==> src/rtl/onewire_byte_sender_if.sv <==
`default_nettype none
// ---------------------------------------------------------------------------
// onewire_byte_sender_if : FIFO read port between the byte FIFO and the sender
// Rev 1.0
// ---------------------------------------------------------------------------
interface onewire_byte_sender_if;
  logic [7:0] fifo_do;
  logic       fifo_read_ack;
  logic       fifo_busy;
  logic       fifo_do_read;

  modport master (
    input  fifo_do,
    input  fifo_read_ack,
    input  fifo_busy,
    output fifo_do_read
  );

  modport slave (
    output fifo_do,
    output fifo_read_ack,
    output fifo_busy,
    input  fifo_do_read
  );
endinterface
`default_nettype wire

==> src/rtl/onewire_byte_sender.sv <==
`default_nettype none
// ---------------------------------------------------------------------------
// onewire_byte_sender : 1-wire reset/presence, then FIFO bytes as LSB-first write slots
// Rev 1.0
// ---------------------------------------------------------------------------
module onewire_byte_sender #(
  parameter int unsigned CLK_DIV = 50,
  parameter int unsigned T_RSTL  = 480,
  parameter int unsigned T_PDS   = 70,
  parameter int unsigned T_RSTH  = 480,
  parameter int unsigned T_LOW1  = 6,
  parameter int unsigned T_LOW0  = 60,
  parameter int unsigned T_SLOT  = 70
) (
  input  logic                  clk,
  input  logic                  rst_n,
  input  logic                  start_i,
  onewire_byte_sender_if.master fifo,
  input  logic                  ow_in_i,
  output logic                  ow_drive_low_o,
  output logic                  presence_o,
  output logic                  active_o,
  output logic                  done_o,
  output logic [7:0]            byte_count_o
);

  localparam int unsigned c_presc_w = $clog2(CLK_DIV);
  localparam logic [c_presc_w-1:0] c_presc_max = c_presc_w'(CLK_DIV - 1);
  localparam logic [c_presc_w-1:0] c_presc_one = c_presc_w'(1);
  localparam logic [9:0] c_rstl = 10'(T_RSTL);
  localparam logic [9:0] c_pds  = 10'(T_PDS);
  localparam logic [9:0] c_rsth = 10'(T_RSTH);
  localparam logic [9:0] c_low1 = 10'(T_LOW1);
  localparam logic [9:0] c_low0 = 10'(T_LOW0);
  localparam logic [9:0] c_slot = 10'(T_SLOT);

  localparam logic [2:0] c_st_idle       = 3'd0;
  localparam logic [2:0] c_st_rst_low    = 3'd1;
  localparam logic [2:0] c_st_rst_high   = 3'd2;
  localparam logic [2:0] c_st_fetch      = 3'd3;
  localparam logic [2:0] c_st_fetch_wait = 3'd4;
  localparam logic [2:0] c_st_bit_low    = 3'd5;
  localparam logic [2:0] c_st_bit_rel    = 3'd6;
  localparam logic [2:0] c_st_done       = 3'd7;

  logic [2:0]           state_q, state_d;
  logic [c_presc_w-1:0] presc_q;
  logic [9:0]           us_q;
  logic [1:0]           wait_q;
  logic                 acked_q;
  logic [7:0]           shift_q;
  logic [3:0]           bit_q;
  logic [7:0]           byte_cnt_q;
  logic                 presence_q;
  logic                 ow_q, ow_d;
  logic                 rd_q, rd_d;
  logic                 done_q, done_d;
  logic                 active_q, active_d;

  logic       w_tick;
  logic [9:0] w_us_nx;
  logic [9:0] w_low_us;
  logic [9:0] w_rel_us;

  assign w_tick   = (presc_q == c_presc_max);
  assign w_us_nx  = us_q + 10'd1;
  assign w_low_us = shift_q[0] ? c_low1 : c_low0;
  assign w_rel_us = c_slot - w_low_us;

  always_ff @(posedge clk or negedge rst_n) begin
    if (!rst_n) state_q <= c_st_idle;
    else        state_q <= state_d;
  end

  // Timed states leave on the tick that brings the us counter to its target,
  // so every interval is an exact multiple of CLK_DIV cycles.
  always_comb begin
    state_d = state_q;
    case (state_q)
      c_st_idle:       if (start_i) state_d = c_st_rst_low;
      c_st_rst_low:    if (w_tick && w_us_nx == c_rstl) state_d = c_st_rst_high;
      c_st_rst_high:   if (w_tick && w_us_nx == c_rsth)
                         state_d = presence_q ? c_st_fetch : c_st_done;
      c_st_fetch:      if (!fifo.fifo_busy) state_d = c_st_fetch_wait;
      c_st_fetch_wait: begin
        if (acked_q) begin
          if (wait_q == 2'd1) state_d = c_st_bit_low;
        end else if (!fifo.fifo_read_ack && wait_q == 2'd2) begin
          state_d = c_st_done;
        end
      end
      c_st_bit_low:    if (w_tick && w_us_nx == w_low_us) state_d = c_st_bit_rel;
      c_st_bit_rel:    if (w_tick && w_us_nx == w_rel_us)
                         state_d = (bit_q == 4'd7) ? c_st_fetch : c_st_bit_low;
      c_st_done:       state_d = c_st_idle;
      default:         state_d = c_st_idle;
    endcase
  end

  always_comb begin
    ow_d     = (state_d == c_st_rst_low) || (state_d == c_st_bit_low);
    rd_d     = (state_q == c_st_fetch) && (state_d == c_st_fetch_wait);
    done_d   = (state_d == c_st_done);
    active_d = (state_d != c_st_idle);
  end

  always_ff @(posedge clk or negedge rst_n) begin
    if (!rst_n) begin
      presc_q    <= '0;
      us_q       <= '0;
      wait_q     <= '0;
      acked_q    <= 1'b0;
      shift_q    <= '0;
      bit_q      <= '0;
      byte_cnt_q <= '0;
      presence_q <= 1'b0;
      ow_q       <= 1'b0;
      rd_q       <= 1'b0;
      done_q     <= 1'b0;
      active_q   <= 1'b0;
    end else begin
      ow_q     <= ow_d;
      rd_q     <= rd_d;
      done_q   <= done_d;
      active_q <= active_d;

      if (state_d != state_q) begin
        presc_q <= '0;
        us_q    <= '0;
      end else if (w_tick) begin
        presc_q <= '0;
        us_q    <= w_us_nx;
      end else begin
        presc_q <= presc_q + c_presc_one;
      end

      // After the ack, two more cycles of RAM latency before fifo_do is valid.
      if (state_q != c_st_fetch_wait) begin
        wait_q  <= '0;
        acked_q <= 1'b0;
      end else if (!acked_q && fifo.fifo_read_ack) begin
        wait_q  <= '0;
        acked_q <= 1'b1;
      end else if (wait_q != 2'd3) begin
        wait_q  <= wait_q + 2'd1;
      end

      if (state_q == c_st_idle && start_i) begin
        presence_q <= 1'b0;
        byte_cnt_q <= '0;
      end else if (state_q == c_st_rst_high && us_q == c_pds && presc_q == '0) begin
        presence_q <= ~ow_in_i;
      end else if (state_q == c_st_fetch_wait && state_d == c_st_bit_low) begin
        byte_cnt_q <= byte_cnt_q + 8'd1;
      end

      if (state_q == c_st_fetch_wait && state_d == c_st_bit_low) begin
        shift_q <= fifo.fifo_do;
        bit_q   <= '0;
      end else if (state_q == c_st_bit_rel && state_d != c_st_bit_rel) begin
        shift_q <= {1'b0, shift_q[7:1]};
        bit_q   <= bit_q + 4'd1;
      end
    end
  end

  assign fifo.fifo_do_read = rd_q;
  assign ow_drive_low_o    = ow_q;
  assign presence_o        = presence_q;
  assign active_o          = active_q;
  assign done_o            = done_q;
  assign byte_count_o      = byte_cnt_q;

endmodule
`default_nettype wire

==> src/flat_wrapper.sv <==
// flat-port wrapper written by rule: the top's interface ports become plain ports
module onewire_byte_sender_flat 
#(
  parameter int unsigned CLK_DIV = 50,
  parameter int unsigned T_RSTL  = 480,
  parameter int unsigned T_PDS   = 70,
  parameter int unsigned T_RSTH  = 480,
  parameter int unsigned T_LOW1  = 6,
  parameter int unsigned T_LOW0  = 60,
  parameter int unsigned T_SLOT  = 70
)
  (clk, rst_n, start_i, ow_in_i, ow_drive_low_o, presence_o, active_o, done_o, byte_count_o, fifo_fifo_do, fifo_fifo_read_ack, fifo_fifo_busy, fifo_fifo_do_read);
  onewire_byte_sender_if fifo_i ();
  input  logic clk;
  input  logic rst_n;
  input  logic start_i;
  input  logic ow_in_i;
  output logic ow_drive_low_o;
  output logic presence_o;
  output logic active_o;
  output logic done_o;
  output logic [7:0] byte_count_o;
  input wire logic [$bits(fifo_i.fifo_do)-1:0] fifo_fifo_do;
  input wire logic [$bits(fifo_i.fifo_read_ack)-1:0] fifo_fifo_read_ack;
  input wire logic [$bits(fifo_i.fifo_busy)-1:0] fifo_fifo_busy;
  output wire logic [$bits(fifo_i.fifo_do_read)-1:0] fifo_fifo_do_read;
  assign fifo_i.fifo_do = fifo_fifo_do;
  assign fifo_i.fifo_read_ack = fifo_fifo_read_ack;
  assign fifo_i.fifo_busy = fifo_fifo_busy;
  assign fifo_fifo_do_read = fifo_i.fifo_do_read;
  onewire_byte_sender #(.CLK_DIV(CLK_DIV), .T_RSTL(T_RSTL), .T_PDS(T_PDS), .T_RSTH(T_RSTH), .T_LOW1(T_LOW1), .T_LOW0(T_LOW0), .T_SLOT(T_SLOT)) u_core (.clk(clk), .rst_n(rst_n), .start_i(start_i), .fifo(fifo_i), .ow_in_i(ow_in_i), .ow_drive_low_o(ow_drive_low_o), .presence_o(presence_o), .active_o(active_o), .done_o(done_o), .byte_count_o(byte_count_o));
endmodule
==> config.mk <==
export PLATFORM = sky130hd
export DESIGN_NAME = onewire_byte_sender_flat
export DESIGN_NICKNAME = d
export VERILOG_FILES = /design/src/rtl/onewire_byte_sender_if.sv /design/src/rtl/onewire_byte_sender.sv /design/src/flat_wrapper.sv
export SDC_FILE = /design/constraint.sdc
export NUM_CORES = 1
export LEC_CHECK = 0
export BUFFER_PORTS_ARGS = -buffer_cell sky130_fd_sc_hd__clkbuf_2
export CELL_PAD_IN_SITES_DETAIL_PLACEMENT = 1
export CELL_PAD_IN_SITES_GLOBAL_PLACEMENT = 2
export CORE_UTILIZATION = 35
export DETAILED_ROUTE_END_ITERATION = 6
export PLACE_DENSITY = 0.79
export SYNTH_ARGS = -nofsm -noshare
export SYNTH_HDL_FRONTEND = slang
export SYNTH_SLANG_ARGS = --single-unit
==> constraint.sdc <==
create_clock -name clk -period 2.6 [get_ports clk]
set_input_delay 0.39 -clock clk [delete_from_list [all_inputs] [get_ports clk]]
set_output_delay 0.39 -clock clk [all_outputs]
set_load 0.01 [all_outputs]
==> results, run 1 <==
- The pin count of the biggest net entering global routing is 26.
- For the worst-skew pair, the clock arrives at the later sink with an insertion delay of 320 ps.
- The fraction of layout cells with a size suffix above 1 is 0.308.
- Of the post-synthesis cell area, the dominant cell type holds 0.395.
- The number of setup violations in the final report is 0.
- Max-cap violations in this run came to 0.
- The cell type with the highest aggregate area in the netlist is dfrtp_1.
- The final critical-path share of the clock period is 0.964.
- The worst setup path is captured at a register.
- The number of enable-type register cells in the synthesized netlist is 0.
- Yosys attributes the largest share of cell area to dfrtp_1 39%, xor2_1 4.7%, ha_1 4.6%.
- The final number of hold-violating endpoints was 0.
- On the final layout, the worst hold slack is between 200 and 300 ps.
- STA classifies the critical path startpoint as a register.
- The depth of the CTS H-tree is 2.
- The clock arrives with ~17 ps of skew.
- The critical-path maximum fanout is 16.
- The placer congestion estimate is 0.785.
- After global routing the overflow that remains totals 0.
- For this run, the leading register cell type out of synthesis is dfrtp_1.
- The run finished with clean final reports.
- The cell count after placement is ~440.
- The share of synthesized flip-flops with an asynchronous set or reset is 1.00.
- The worst max-slew margin expressed relative to the limit is 0.573.
- The post-route non-filler standard cell count is 462.
- In this run the worst hold path is classified as in -> reg.
- Fill cells in the final layout number 931.
- The cell with the most instances after synthesis is dfrtp_1.
- The clock tree root driver cell is clkbuf_8.
- The register-to-register setup slack is ~94 ps.
- The number of nets produced by synthesis is 327.
- The HPWL after detailed placement is approximately 5.6 mm.
- Measured along the x axis, the die boundary spans 94.3 um.
- The source of the worst register-to-register timing path is u_core.us_q[0]$_DFFE_PN0P_.
- After detailed routing, the average wire length per cell comes to about 16 um.
- The synthesis-stage register bit count is 47.
- The total clock buffers created by CTS is 5.
- The total number of yosys warnings is 0.
- The capture instance of the worst register-to-register path is u_core.presc_q[5]$_DFF_PN0_.
- During placement, the flow inserted port buffers numbering 26.
- The core area is 8220 um^2.
- The sum of negative setup slack is 0 ps.
- Along the worst hold path, the cell count comes to 2.
- The area of the die is 8890 um^2.
- The maximum clock frequency is 399 MHz.
- The count of nets left with antenna violations once routing finished came out at 0.
- The combined global-route utilization of all metal layers is 0.187.
- Of the total synthesized cell area, the portion taken by AND, OR, NAND and NOR gates is 0.286.
- Clock-pin slew was measured on the worst setup and hold paths at around 90 ps.
- The critical path goes through ha_2 -> nor4_1 -> nand2_1 -> a32oi_2 -> o21a_2 -> o211ai_2 -> o21ba_1 -> buf_12 -> nor4_1.
- The area share of xor/xnor cells in the synthesized design is 0.0793.
- The total wirelength of the detailed-routed design is 7.57 mm.
- For this configuration, the core starts out at a cell density of 0.363.
- The cell repeated most along the worst path is nor4_1.
- The clock passes through at most 2 buffers.
- The analysis attributes to cell leakage a power of 1.73 nW.
- After synthesis, the largest family of logic cells by area is simple AND/OR/NAND/NOR gates.
- The register area is 1180 um^2.
- The number of antenna violations at the first check in global routing is 0.
- The master of the slowest instance on the critical path is dfrtp_1.
- By count the netlist is led by 47 x dfrtp_1, 25 x nor2_1, 22 x nand2_1.
- The detailed router placed 2439 vias in this run.
- The first global-routing pass estimated 12.8 mm of wire.
- The cell area that synthesis handed to floorplanning was about 3000 um^2.
- The synthesized-area fraction occupied by ao, oa, aoi and oai cells is 0.125.
- The post-synthesis average cell area is between 9 and 10 um^2.
- The data arrival time of the worst path is 2710 ps.
- For hold timing, the worst endpoint is u_core.fifo.fifo_do_read$_DFF_PN0_.
- The floorplan has 33 rows.
- The category of the most critical setup path is reg -> reg.
- VDD sags by at most 0.331 mV.
- The number of distinct library cells after synthesis is between 50 and 60.
- The required time of the critical path is 2800 ps.
- Relative to the synthesized area, the layout overhead comes to 22.1%.
- The count of mapped cells out of synthesis is roughly 300.
- The first-pass iteration count of the detailed router is 4.
- For this run, design rule violations remaining after detail routing come to 0.
- The power density over the cells is roughly 500 nW/um^2.
- The total inserted antenna cells is 0.
- In the final layout, the multi-input gates occupy 1730 um^2.
- The number of ports placed on the die boundary is 27.
- For this run, the slowest stage of the critical path takes approximately 410 ps.
- The launch instance of the worst min-delay path is fifo_fifo_busy.
- The clock net in this run drives a total of 47 sinks.
- For the pin with the worst max-slew slack, the measured transition is 632 ps.
- Setup repair after global routing could not meet its margin everywhere.
- The number of DRC markers in iteration 0 is 92.
- The number of cells on the worst reg-to-reg path is 9.
- The via count of the first global-routing pass is 2554.
- Of the synthesized area, sequential elements account for 0.395.
- Of the post-synthesis cell area, the part taken by muxes is 0.0185.
- The height of the die is about 94 um.
- The final layout contains 381 nets.
- The number of pins with negative max-slew slack in the final report was 0.
- The post-synthesis adder-cell area fraction is 0.0462.
- The post-detailed-route via-to-cell ratio is 5.28.
- The minimum clock period is 2510 ps.
- The CTS tree is done.
-- cells by family after synthesis --
family	count (synthesis)
AO/OA/AOI/OAI	49
XOR/XNOR	27
adder cells (fa/ha/maj)	11
buffers and inverters	26
flip-flops	47
multiplexers	5
AND/OR/NAND/NOR	137
-- worst max path at each step --
| stage | startpoint | endpoint | slack, ps | cells after the start |
|---|---|---|---|---|
| 4_1_cts | u_core.us_q[0]$_DFFE_PN0P_ | u_core.presc_q[5]$_DFF_PN0_ | 4 | 10 |
| 6_report | u_core.us_q[0]$_DFFE_PN0P_ | u_core.presc_q[5]$_DFF_PN0_ | 90 | 9 |
| 3_3_place_gp | u_core.us_q[0]$_DFFE_PN0P_ | u_core.active_o$_DFF_PN0_ | 10 | 9 |
| 5_1_grt | u_core.us_q[0]$_DFFE_PN0P_ | u_core.presc_q[5]$_DFF_PN0_ | -50 | 10 |
| 2_1_floorplan | u_core.us_q[0]$_DFFE_PN0P_ | u_core.active_o$_DFF_PN0_ | 70 | 9 |
| 3_5_place_dp | u_core.us_q[0]$_DFFE_PN0P_ | u_core.active_o$_DFF_PN0_ | -80 | 9 |
-- cells in the final DEF, fill, tap and decap left out, drive strengths merged, types with 7 or more instances in the layout --
cell and instances:
nor2 25, nor3 18, nor4 10, and3 10, xor2 16, nand2 22
a21oi 10, xnor2 11, nand3 10, a21o 7, buf 38, ha 11
clkbuf 31, dfrtp 47, nand4 10, inv 9
-- report_power, final --
| part | total, mW | switching, mW | internal (mW) | leakage (nW) |
|---|---|---|---|---|
| registers | 0.875 | 0.0786 | 0.796 | 0.605 |
| logic | 0.376 | 0.194 | 0.182 | 1.07 |
| clock network | 0.562 | 0.272 | 0.290 | 0.0548 |
| total | 1.81 | 0.545 | 1.27 | 1.73 |
-- routing by layer --
layer / GRT usage / vias to the layer above / share of wire
li1: - / 1191 / -
met1: 0.253 / 1213 / 0.47
met2: 0.299 / 25 / 0.49
met3: 0.0299 / 10 / 0.021
met4: 0.0654 / 0 / 0.019
met5: 0 / - / 0
-- metrics by stage --
step	power, mW	area [um^2]	util	worst slack, ps
after floorplan	1.10	2980	-	73.6
after global placement	1.19	3360	0.409	13.4
after detailed placement	1.22	3360	0.409	-76.8
after CTS	1.78	3510	0.427	3.65
after global routing	1.91	3640	0.443	-48.9
final	1.81	3640	0.443	94.2
-- registers in the layout, summed over array words and instances (netlist names) --
| name | cells |
|---|---|
| u_core.acked_q | 1 |
| u_core.active_o | 1 |
| u_core.bit_q | 4 |
| u_core.byte_count_o | 8 |
| u_core.done_o | 1 |
| u_core.fifo.fifo_do_read | 1 |
| u_core.ow_drive_low_o | 1 |
| u_core.presc_q | 6 |
| u_core.presence_o | 1 |
| u_core.shift_q | 8 |
| u_core.state_q | 3 |
| u_core.us_q | 10 |
| u_core.wait_q | 2 |
-- critical path: cells and delay by family, from the launching register on --
kind	cells	cell delay, ps
compound gates	4	850
simple gates	3	750
flops	1	410
fa+ha+maj	1	230
buf+inv	1	160
-- layout make-up --
class,instances,share of cell area
clock buffer,5,0.0189
clock inverter,3,0.0127
inverter,8,0.00825
multi-input combinational,229,0.475
sequential,47,0.325
tap,105,0.0361
timing repair buffer,65,0.125
-- repair_timing --
item / in CTS / in global routing
endpoints found under the hold margin: 4 / 0
buffers inserted: 1 / 9
hold buffers: 1 / 0
gates resized for setup: 3 / 14
setup endpoints to repair: 10 / 29
pin swaps: 0 / 2
Power figures use the tool's default switching activity.
==> run 2, diff against run 1 <==
--- a/config.mk
+++ b/config.mk
@@ -6,11 +6,9 @@
 export NUM_CORES = 1
 export LEC_CHECK = 0
 export BUFFER_PORTS_ARGS = -buffer_cell sky130_fd_sc_hd__clkbuf_2
-export CELL_PAD_IN_SITES_DETAIL_PLACEMENT = 1
-export CELL_PAD_IN_SITES_GLOBAL_PLACEMENT = 2
-export CORE_UTILIZATION = 35
+export CORE_UTILIZATION = 54
 export DETAILED_ROUTE_END_ITERATION = 6
-export PLACE_DENSITY = 0.79
+export PLACE_DENSITY = 0.78
 export SYNTH_ARGS = -nofsm -noshare
 export SYNTH_HDL_FRONTEND = slang
 export SYNTH_SLANG_ARGS = --single-unit
==> constraint.sdc (replaced) <==
create_clock -name clk -period 2.6 [get_ports clk]
set_input_delay 0.26 -clock clk [delete_from_list [all_inputs] [get_ports clk]]
set_output_delay 0.26 -clock clk [all_outputs]
set_load 0.01 [all_outputs]
==> run 2 against run 1 <==
  * Worst hold slack got worse by 250 ps
  * Clock-buffer cell count did not move
  * Critical path type unchanged
  * Worst setup slack improved by 52 ps
  * Sequential power fell by 0.9%
  * Largest cell class unchanged
  * Critical endpoint is now u_core.active_o$_DFF_PN0_
==> results, run 2 (synthesis results as in run 1) <==
- The run finished with clean final reports.
- The actual transition at the worst max-transition pin came to 584 ps (-47.6 ps).
- The most common cell after layout, fill and taps aside is dfrtp_1.
- The detailed placer's ending HPWL is 4.29 mm (-23%).
- The number of ports placed on the die boundary is 27 (unchanged).
- The number of max-capacitance violations reported is 0 (unchanged).
- The number of nets still failing antenna checks after routing is 0 (unchanged).
- The minimum clock period is 2450 ps (-51.6 ps).
- The horizontal die dimension is 76.3 um (-19%).
- The power density over the cells is 476 nW/um^2 (-4.4%).
- The global-route wire length before repair was 10.6 mm (-17%).
- The fraction of layout cells with a size suffix above 1 is 0.261 (-0.0470).
- The routed wire length per instance is 15.0 um (-8.1%).
- The height of the die is 76.3 um (-19%).
- The number of flip-flops under the largest register name is 10 (unchanged).
- The final number of hold-violating endpoints came to 0 (unchanged).
- The critical-path maximum fanout is 15 (-1).
- The number of DRC markers in iteration 0 is 133 (+45%).
- The number of pins with negative max-slew slack in the final report is 0 (unchanged).
- The final net count came to 362 (-5.0%).
- The end-of-flow core utilization is 0.655 (+0.212).
- The total power draw is 1.62 mW (-10%).
- The category of the most critical setup path is reg -> reg.
- The post-route non-filler standard cell count is 407 (-12%).
- The worst hold slack across all endpoints is 22.2 ps (-247 ps).
- The library cells used most frequently in the layout, excluding fill and tap cells, are 45 x dfrtp_1, 26 x clkbuf_2, 25 x nor2_1, 21 x nand2_1, 17 x buf_4.
- The cell count after placement was 399 (-9.9%).
- The class of the tightest hold or removal check is in -> async.
- The total grt overflow is 0 (unchanged).
- The data arrival time of the worst path is 2640 ps (-70 ps).
- Compared with the post-synthesis result, the final layout area differs by 14.4%.
- The worst max-slew margin expressed relative to the limit came to 0.610 (+0.0377).
- The register-to-register setup slack came to 150 ps (+50 ps).
- The clock transition at the registers of the reported paths is 80 ps (about the same).
- The via count of the first global-routing pass is 2259 (-12%).
- The required time of the critical path is 2790 ps (about the same).
- The number of antenna violations at the first check in global routing came to 0 (unchanged).
- The number of setup violations in the final report was 0 (unchanged).
- The insertion delay of the later-clocked pin in the worst-skew pair came to 300 ps (-20 ps).
- The area of the die came to 5820 um^2 (-35%).
- More flip-flops sit in one register than any other, and that register is u_core.us_q.
- The remaining design rule violation count is 0 (unchanged).
- STA classifies the critical path endpoint as a register.
- The total wirelength of the detailed-routed design is 6.13 mm (-19%).
- The placer congestion estimate is 0.817 (+4.1%).
- The final critical-path share of the clock period is 0.944 (-0.0199).
- The first-pass iteration count of the detailed router is 4 (unchanged).
- The starting density of the core is 0.573 (+0.210).
- The maximum clock frequency came to 407 MHz (+2.1%).
- The post-detailed-route via-to-cell ratio is 5.81 (+10%).
- The worst supply voltage drop on vdd is 0.417 mV (+26%).
- The pin count of the biggest net entering global routing came to 48 (+85%).
- The total inserted antenna cells is 0 (unchanged).
- The final worst clock skew was 5.11 ps (-11.7 ps).
- TritonCTS built the clock tree.
- The leakage power total came to 1.62 nW (-6.1%).
- The total clock buffers created by CTS is 5 (unchanged).
- The core area came to 5200 um^2 (-37%).
- The number of port buffers was 26 (unchanged).
- The clock tree root driver cell is clkbuf_8.
- The total number of clock tree sinks was 47 (unchanged).
- The via count is 2364 (-3.1%).
- The depth of the CTS H-tree is 2 (unchanged).
- The count of hold buffers inserted by post-cts repair came to 0 (-1).
- The maximum root-to-sink buffer count was 2 (unchanged).
- The site row count is 26 (-21%).
- The combined global-route utilization of all metal layers was 0.226 (+0.0392).
- The worst setup path is launched from a register.
-- run 2: report_power, final --
| part | switching (mW) | leakage [nW] | internal (mW) |
|---|---|---|---|
| clock | 0.243 | 0.0440 | 0.184 |
| sequential | 0.0714 | 0.608 | 0.796 |
| combinational | 0.180 | 0.969 | 0.149 |
| total | 0.494 | 1.62 | 1.13 |
-- run 2: metrics by stage --
step           instance area, um^2  TNS (ps)  setup slack [ps]
2_1_floorplan                 2980         0              73.6
3_3_place_gp                  3250         0              89.6
4_1_cts                       3330         0              17.5
6_report                      3410         0               146
5_1_grt                       3410     -1.33             -1.33
3_5_place_dp                  3250         0              21.8
-- run 2: final timing paths --
| check | from | to | cells after the start |
|---|---|---|---|
| max | u_core.us_q[0]$_DFFE_PN0P_ | u_core.active_o$_DFF_PN0_ | 8 |
| min | rst_n | u_core.presc_q[2]$_DFF_PN0_ | 2 |
| max reg2reg | u_core.us_q[0]$_DFFE_PN0P_ | u_core.active_o$_DFF_PN0_ | 8 |
| min reg2reg | u_core.shift_q[2]$_DFFE_PN0P_ | u_core.shift_q[2]$_DFFE_PN0P_ | 1 |
| max in group asynchronous | rst_n | u_core.us_q[5]$_DFFE_PN0P_ | 2 |
| min in group clk | fifo_fifo_busy | u_core.fifo.fifo_do_read$_DFF_PN0_ | 2 |
-- run 2: final cells by class --
type | count | area [um^2]
clock buffers | 5 | 68.8
clock inverters | 2 | 13.8
fillers | 418 | 1790
inverters | 8 | 30.0
multi-input cells | 229 | 1720
flip-flops and latches | 47 | 1180
well taps | 70 | 87.6
repair buffers | 46 | 309
-- run 2: worst max-delay path, cell delays in order (launching register included) --
cell and delay [ps]:
dfrtp_1 390, buf_4 190, and3_1 150, o2111a_1 230, nor3_1 390, nand4b_1 270, nor3_4 80, a211o_1 320
or3_1 310
-- run 2: repair_timing --
| action | CTS | global route |
|---|---|---|
| endpoints found under the setup margin | 0 | 26 |
| setup buffers | 0 | 1 |
| gates resized for setup | 0 | 15 |
-- run 2: layer usage --
metal / vias to the layer above / track usage / wire, um
met5: - / 0 / 0
met4: 0 / 0.106 / 127
met3: 12 / 0.0263 / 164
met2: 43 / 0.372 / 3010
met1: 1149 / 0.297 / 2830
li1: 1160 / - / -
